File: src/rtl/ccff_cfg_pkg.sv
// Shared types and CRC helper for the configuration-chain loader.
package ccff_cfg_pkg;

   typedef enum logic [2:0] {
      IDLE,
      LOAD,
      VERIFY,
      DRAIN,
      DONE,
      ERROR
   } state_e;

   localparam logic [15:0] CRC16_POLY = 16'h1021;
   localparam logic [15:0] CRC16_INIT = 16'hFFFF;

   // CRC-16-CCITT, one bit per call, MSB-feedback form.
   function automatic logic [15:0] crc16_step(input logic [15:0] crc, input logic din);
      logic fb;
      fb = crc[15] ^ din;
      crc16_step = {crc[14:0], 1'b0} ^ (fb ? CRC16_POLY : 16'h0000);
   endfunction

endpackage

File: src/rtl/ccff_word_serializer.sv
// Single-word buffer for the chain loader: accepts a CFG_W word when empty
// and hands its bits out LSB-first, one per take_i.
module ccff_word_serializer #(
   parameter int CFG_W = 32
) (
   input  logic             prog_clk,
   input  logic             pReset_n,
   input  logic             active_i,
   input  logic [CFG_W-1:0] cfg_data_i,
   input  logic             cfg_valid_i,
   input  logic             take_i,
   input  logic             flush_i,
   output logic             cfg_ready_o,
   output logic             bit_o,
   output logic             has_bit_o
);

   localparam int IDX_W = (CFG_W > 1) ? $clog2(CFG_W) : 1;

   logic [CFG_W-1:0] buf_q;
   logic [IDX_W-1:0] idx_q;
   logic             empty_q;

   assign cfg_ready_o = active_i && empty_q;
   assign has_bit_o   = !empty_q;
   assign bit_o       = buf_q[idx_q];

   // Flush wins so the tail of a word past the end of a pass is dropped.
   always_ff @(posedge prog_clk or negedge pReset_n) begin
      if (!pReset_n) begin
         buf_q   <= '0;
         idx_q   <= '0;
         empty_q <= 1'b1;
      end else if (flush_i) begin
         idx_q   <= '0;
         empty_q <= 1'b1;
      end else if (cfg_ready_o && cfg_valid_i) begin
         buf_q   <= cfg_data_i;
         idx_q   <= '0;
         empty_q <= 1'b0;
      end else if (take_i) begin
         if (idx_q == IDX_W'(CFG_W - 1)) begin
            idx_q   <= '0;
            empty_q <= 1'b1;
         end else begin
            idx_q <= idx_q + IDX_W'(1);
         end
      end
   end

endmodule

File: src/rtl/ccff_chain_loader.sv
// Configuration-chain loader: serialises bitstream words onto ccff_head and
// optionally re-shifts the stream, CRC-checking what emerges on ccff_tail.
module ccff_chain_loader
   import ccff_cfg_pkg::*;
#(
   parameter int CHAIN_LEN = 46,
   parameter int CFG_W     = 32,
   parameter int CNT_W     = $clog2(CHAIN_LEN + 1)
) (
   input  logic             prog_clk,
   input  logic             pReset_n,
   input  logic             start,
   input  logic             verify_en,
   input  logic [CFG_W-1:0] cfg_data,
   input  logic             cfg_valid,
   output logic             cfg_ready,
   output logic             ccff_head,
   input  logic             ccff_tail,
   output logic             shift_en,
   output logic             busy,
   output logic             done,
   output logic             error
);

   state_e           state_q;
   logic             verify_q;
   logic             head_q;
   logic             shift_q;
   logic             vshift_q;
   logic             done_q;
   logic             error_q;
   logic [CNT_W-1:0] bit_cnt_q;
   logic [15:0]      crc_in_q;
   logic [15:0]      crc_out_q;
   logic [15:0]      crc_out_d;

   logic active;
   logic has_bit;
   logic ser_bit;
   logic take;
   logic last_bit;
   logic start_ok;

   assign active   = (state_q == LOAD) || (state_q == VERIFY);
   assign take     = active && has_bit;
   assign last_bit = (bit_cnt_q == CNT_W'(CHAIN_LEN - 1));
   assign start_ok = start && ((state_q == IDLE) || (state_q == DONE) || (state_q == ERROR));

   // vshift_q marks edges where the chain captures a pass-2 bit; the value on
   // ccff_tail just before such an edge is the matching pass-1 bit.
   assign crc_out_d = vshift_q ? crc16_step(crc_out_q, ccff_tail) : crc_out_q;

   assign ccff_head = head_q;
   assign shift_en  = shift_q;
   assign busy      = active || (state_q == DRAIN);
   assign done      = done_q;
   assign error     = error_q;

   ccff_word_serializer #(
      .CFG_W(CFG_W)
   ) u_ser (
      .prog_clk    (prog_clk),
      .pReset_n    (pReset_n),
      .active_i    (active),
      .cfg_data_i  (cfg_data),
      .cfg_valid_i (cfg_valid),
      .take_i      (take),
      .flush_i     (take && last_bit),
      .cfg_ready_o (cfg_ready),
      .bit_o       (ser_bit),
      .has_bit_o   (has_bit)
   );

   always_ff @(posedge prog_clk or negedge pReset_n) begin
      if (!pReset_n) begin
         state_q   <= IDLE;
         verify_q  <= 1'b0;
         head_q    <= 1'b0;
         shift_q   <= 1'b0;
         vshift_q  <= 1'b0;
         done_q    <= 1'b0;
         error_q   <= 1'b0;
         bit_cnt_q <= '0;
         crc_in_q  <= CRC16_INIT;
         crc_out_q <= CRC16_INIT;
      end else begin
         done_q    <= 1'b0;
         shift_q   <= 1'b0;
         vshift_q  <= 1'b0;
         crc_out_q <= crc_out_d;
         case (state_q)
            IDLE, DONE, ERROR: begin
               if (start_ok) begin
                  state_q   <= LOAD;
                  verify_q  <= verify_en;
                  bit_cnt_q <= '0;
                  crc_in_q  <= CRC16_INIT;
                  crc_out_q <= CRC16_INIT;
                  error_q   <= 1'b0;
               end
            end
            LOAD, VERIFY: begin
               if (take) begin
                  head_q   <= ser_bit;
                  shift_q  <= 1'b1;
                  vshift_q <= (state_q == VERIFY);
                  if (state_q == LOAD) begin
                     crc_in_q <= crc16_step(crc_in_q, ser_bit);
                  end
                  if (last_bit) begin
                     bit_cnt_q <= '0;
                     state_q   <= ((state_q == LOAD) && verify_q) ? VERIFY : DRAIN;
                  end else begin
                     bit_cnt_q <= bit_cnt_q + CNT_W'(1);
                  end
               end
            end
            DRAIN: begin
               if (!verify_q || (crc_out_d == crc_in_q)) begin
                  done_q  <= 1'b1;
                  state_q <= DONE;
               end else begin
                  error_q <= 1'b1;
                  state_q <= ERROR;
               end
            end
            default: state_q <= IDLE;
         endcase
      end
   end

endmodule

File: config.mk
export PLATFORM = sky130hd
export DESIGN_NAME = ccff_chain_loader
export DESIGN_NICKNAME = d
export VERILOG_FILES = /design/src/rtl/ccff_cfg_pkg.sv /design/src/rtl/ccff_word_serializer.sv /design/src/rtl/ccff_chain_loader.sv
export SDC_FILE = /design/constraint.sdc
export NUM_CORES = 1
export LEC_CHECK = 0
export CORE_ASPECT_RATIO = 0.75
export CORE_MARGIN = 1
export CORE_UTILIZATION = 51
export DETAILED_ROUTE_END_ITERATION = 8
export GPL_TIMING_DRIVEN = 1
export PLACE_DENSITY = 0.8
export SLEW_MARGIN = 30
export SYNTH_ARGS = -nofsm -noshare
export SYNTH_HDL_FRONTEND = slang
export SYNTH_HIERARCHICAL = 1
export SYNTH_SLANG_ARGS = --single-unit
export TNS_END_PERCENT = 1
File: constraint.sdc
create_clock -name prog_clk -period 2.1 [get_ports prog_clk]
set_input_delay 0.63 -clock prog_clk [delete_from_list [all_inputs] [get_ports prog_clk]]
set_output_delay 0.63 -clock prog_clk [all_outputs]
set_load 0.005 [all_outputs]
==> results <==
sequential cells by signal, summed over array words and instances, names as in the netlist, 3 cells and up:
| register | count |
|---|---|
| crc_out_q | 16 |
| crc_in_q | 16 |
| state_q | 3 |
| bit_cnt_q | 6 |
| u_ser/buf_q | 32 |
| u_ser/idx_q | 5 |
repair_timing:
action | CTS | global route
resized for setup | 10 | 41
hold buffers | 0 | 0
hold endpoints to repair | 0 | 0
setup endpoints to repair | 6 | 37
pin swaps | 4 | 14
cloned | 0 | 2
setup buffers | 2 | 13
placed cells by master, fill, tap and decap left out, types with 5 or more instances in the layout:
cell,synthesis,layout
mux2i_1,30,19
xnor2_1,19,16
nor2_1,51,50
mux2i_2,0,7
clkdlybuf4s50_1,0,40
nand2b_1,6,6
inv_1,8,7
clkbuf_16,0,11
buf_4,0,30
mux2_4,30,30
mux2_2,5,5
xor2_1,6,5
nor2b_1,6,6
dfstp_2,33,33
buf_12,3,5
a21oi_1,17,17
dfrtp_1,52,49
nand2_1,25,25
metrics by stage:
stage | hold slack (ns) | instances | worst slack [ns] | instance area (um^2) | util (%)
4_1_cts | 0.289 | 541 | -0.0378 | 5320 | 66.0
3_5_place_dp | 0.487 | 523 | -0.380 | 4960 | 61.6
3_3_place_gp | 0.482 | 523 | -0.303 | 4960 | 61.6
6_report | 0.276 | 555 | -0.0519 | 5670 | 70.3
2_1_floorplan | 0.334 | 371 | 0.0512 | 4320 | -
5_1_grt | 0.307 | 555 | -0.122 | 5670 | 70.3
worst max-delay path, stage by stage, from the launching register on:
cell and delay [ns]:
dfrtp_2 0.47, buf_2 0.18, and2_1 0.25, a221oi_2 0.28
nand4b_1 0.16, nand3_2 0.16, xor2_4 0.25, xnor2_2 0.09
a31oi_1 0.21
layer usage:
layer  share of wire (%)  vias up
li1                    -     1436
met1                  45     1590
met2                  51       77
met3                 4.0        4
met4                0.74        0
met5                   0        -
worst max-delay path by stage:
| stage | cells past startpoint | slack (ns) | endpoint |
|---|---|---|---|
| after global placement | 7 | -0.30 | state_q[0] |
| final | 8 | -0.05 | crc_in_q[5] |
| after detailed placement | 7 | -0.38 | error |
| after CTS | 10 | -0.04 | crc_in_q[5] |
| after global routing | 8 | -0.12 | crc_in_q[5] |
| after floorplan | 10 | 0.05 | u_ser/buf_q[0] |
power breakdown:
part	internal, W	switching (W)	total [W]
Sequential	0.00247	0.000656	0.00313
Combinational	0.00198	0.00166	0.00365
Clock	0.00107	0.000630	0.00170
logic make-up after synthesis:
group                      synth area share (%)
DFF                                        50.2
muxes                                      18.7
AOI/OAI and AO/OA                          7.47
buffers and inverters                      4.46
adders and majority gates                  1.16
xor gates and xnor gates                   5.44
and+or+nand+nor                            12.6
cell type report:
class	count	area [um^2]
repair buffers	83	837
flip-flops and latches	85	2170
inverters	8	30.0
clock buffers	12	246
fillers	524	2390
multi-input cells	258	2180
clock inverters	4	72.6
well taps	105	131
==> impl_metrics.csv <==
group,metric,value,unit
outcome,status,"complete, but fails checks",
outcome,violations,"negative setup slack",
sta,slew_headroom,65.2,%
global_routing,use_met2,34.3,%
route,dr.pass1.iters,4,
clock_tree,clk_pin_slew,0.06,ns
route,vias_per_cell,5.60,
critical_path,crit_arrival,2.39,ns
sta,final.setup.worst_slack,-0.0519,ns
sta,clock.fmax,0.465,GHz
sta,period_share,102,%
floorplanning,die_h,81.7,um
layout,antenna_cells,0,
pwr,ir_worst_vdd,0.000681,V
critical_path,r2r_cells,8,
yosys,synth_top_cell_area_share,30.1,%
yosys,ys_warn_count,6,
floorplanning,dieArea,0.00885,mm^2
pwr,report.power.total,0.00848,W
yosys,avgSynthCellArea,11.7,um^2
place,place_congestion,0.843,
yosys,synth_nets,413,
critical_path,crit_start,"u_ser/idx_q[2]",
yosys,synth_area_leaders,"dfrtp_1, dfstp_2, mux2_4",
yosys,synth-seq-cells,85,
route,via_count,3107,
clock_tree,cts_buffer_depth,2,
flow_run,max_cap_violations,0,
critical_path,crit_type,"reg -> reg",
layout,final_nets,487,
global_routing,grt_pass1_wl,14500,um
clock_tree,cts.sinks,85,
clock_tree,cts_buffers,9,
critical_path,crit_path_end_kind,"register",
floorplanning,rows,28,
sta,post-route-min-period,2.15,ns
yosys,ys_types,49,
route,dr.first_iter.drc_count,213,
global_routing,grt_pass1_vias,2998,
yosys,synth-main-ff-cell,"dfrtp_1",
yosys,ys_seq_area_share,50.2,%
sta,tightest_slew,0.522,ns
global_routing,antenna_found_initial,0,
global_routing,track_usage,21.5,%
pwr,leakagePower,2.50,nW
sta,setup_viol,2,
global_routing,busiest_layer,"met2",
critical_path,crit_required,2.34,ns
min_path,worst_hold_path_type,"in -> async",
floorplanning,num_io_pins,44,
critical_path,worst-r2r-setup-slack,-0.05,ns
global_routing,grt_max_degree,40,
clock_tree,h-tree-depth,3,
route,drc,0,
yosys,synth_most_common_cell,"dfrtp_1",
pwr,power_density,1500,mW/mm^2
sta,setup-tns-final,-0.103,ns
global_routing,grt.met1_usage,30.3,%
global_routing,met3_usage,4.92,%
critical_path,r2r_end,"crc_in_q[5]",
sta,finalHoldViolCount,0,
floorplanning,start_util,53.6,%
place,dp_hpwl,6120,um
sta,rsz0062_at_grt,"yes",
clock_tree,clkLatencyLatePin,0.33,ns
route,ant_nets,0,
yosys,syn_area,0.00432,mm^2
sta,finalMaxSlewViolations,0,
yosys,synth_edf_count,0,
sta,clock_skew,0.00640,ns
floorplanning,core_area,0.00806,mm^2
clock_tree,clock-root-buffer,"clkbuf_16",
critical_path,critPathLaunchType,"register",
yosys,yosysTopAreaCell,"dfrtp_1",
place,io_buffer_count,43,
yosys,async_reset_ff_share,100,%
layout,syn_to_final_growth,31.1,%
yosys,synth_cells,371,
route,wirelength,10000,um
critical_path,path_max_fanout,7,
clock_tree,cts_tree,"yes",
route,post_drt_wl_per_cell,18.1,um
floorplanning,fp.dieW,108,um
critical_path,reg2reg_from,"u_ser/idx_q[2]",
layout,drive_gt1_share,36.0,%
yosys,synth_commonest_cells,"dfrtp_1, nor2_1, dfstp_2",
global_routing,overflow,0,
Note: power is estimated with default switching activity, not from simulation.
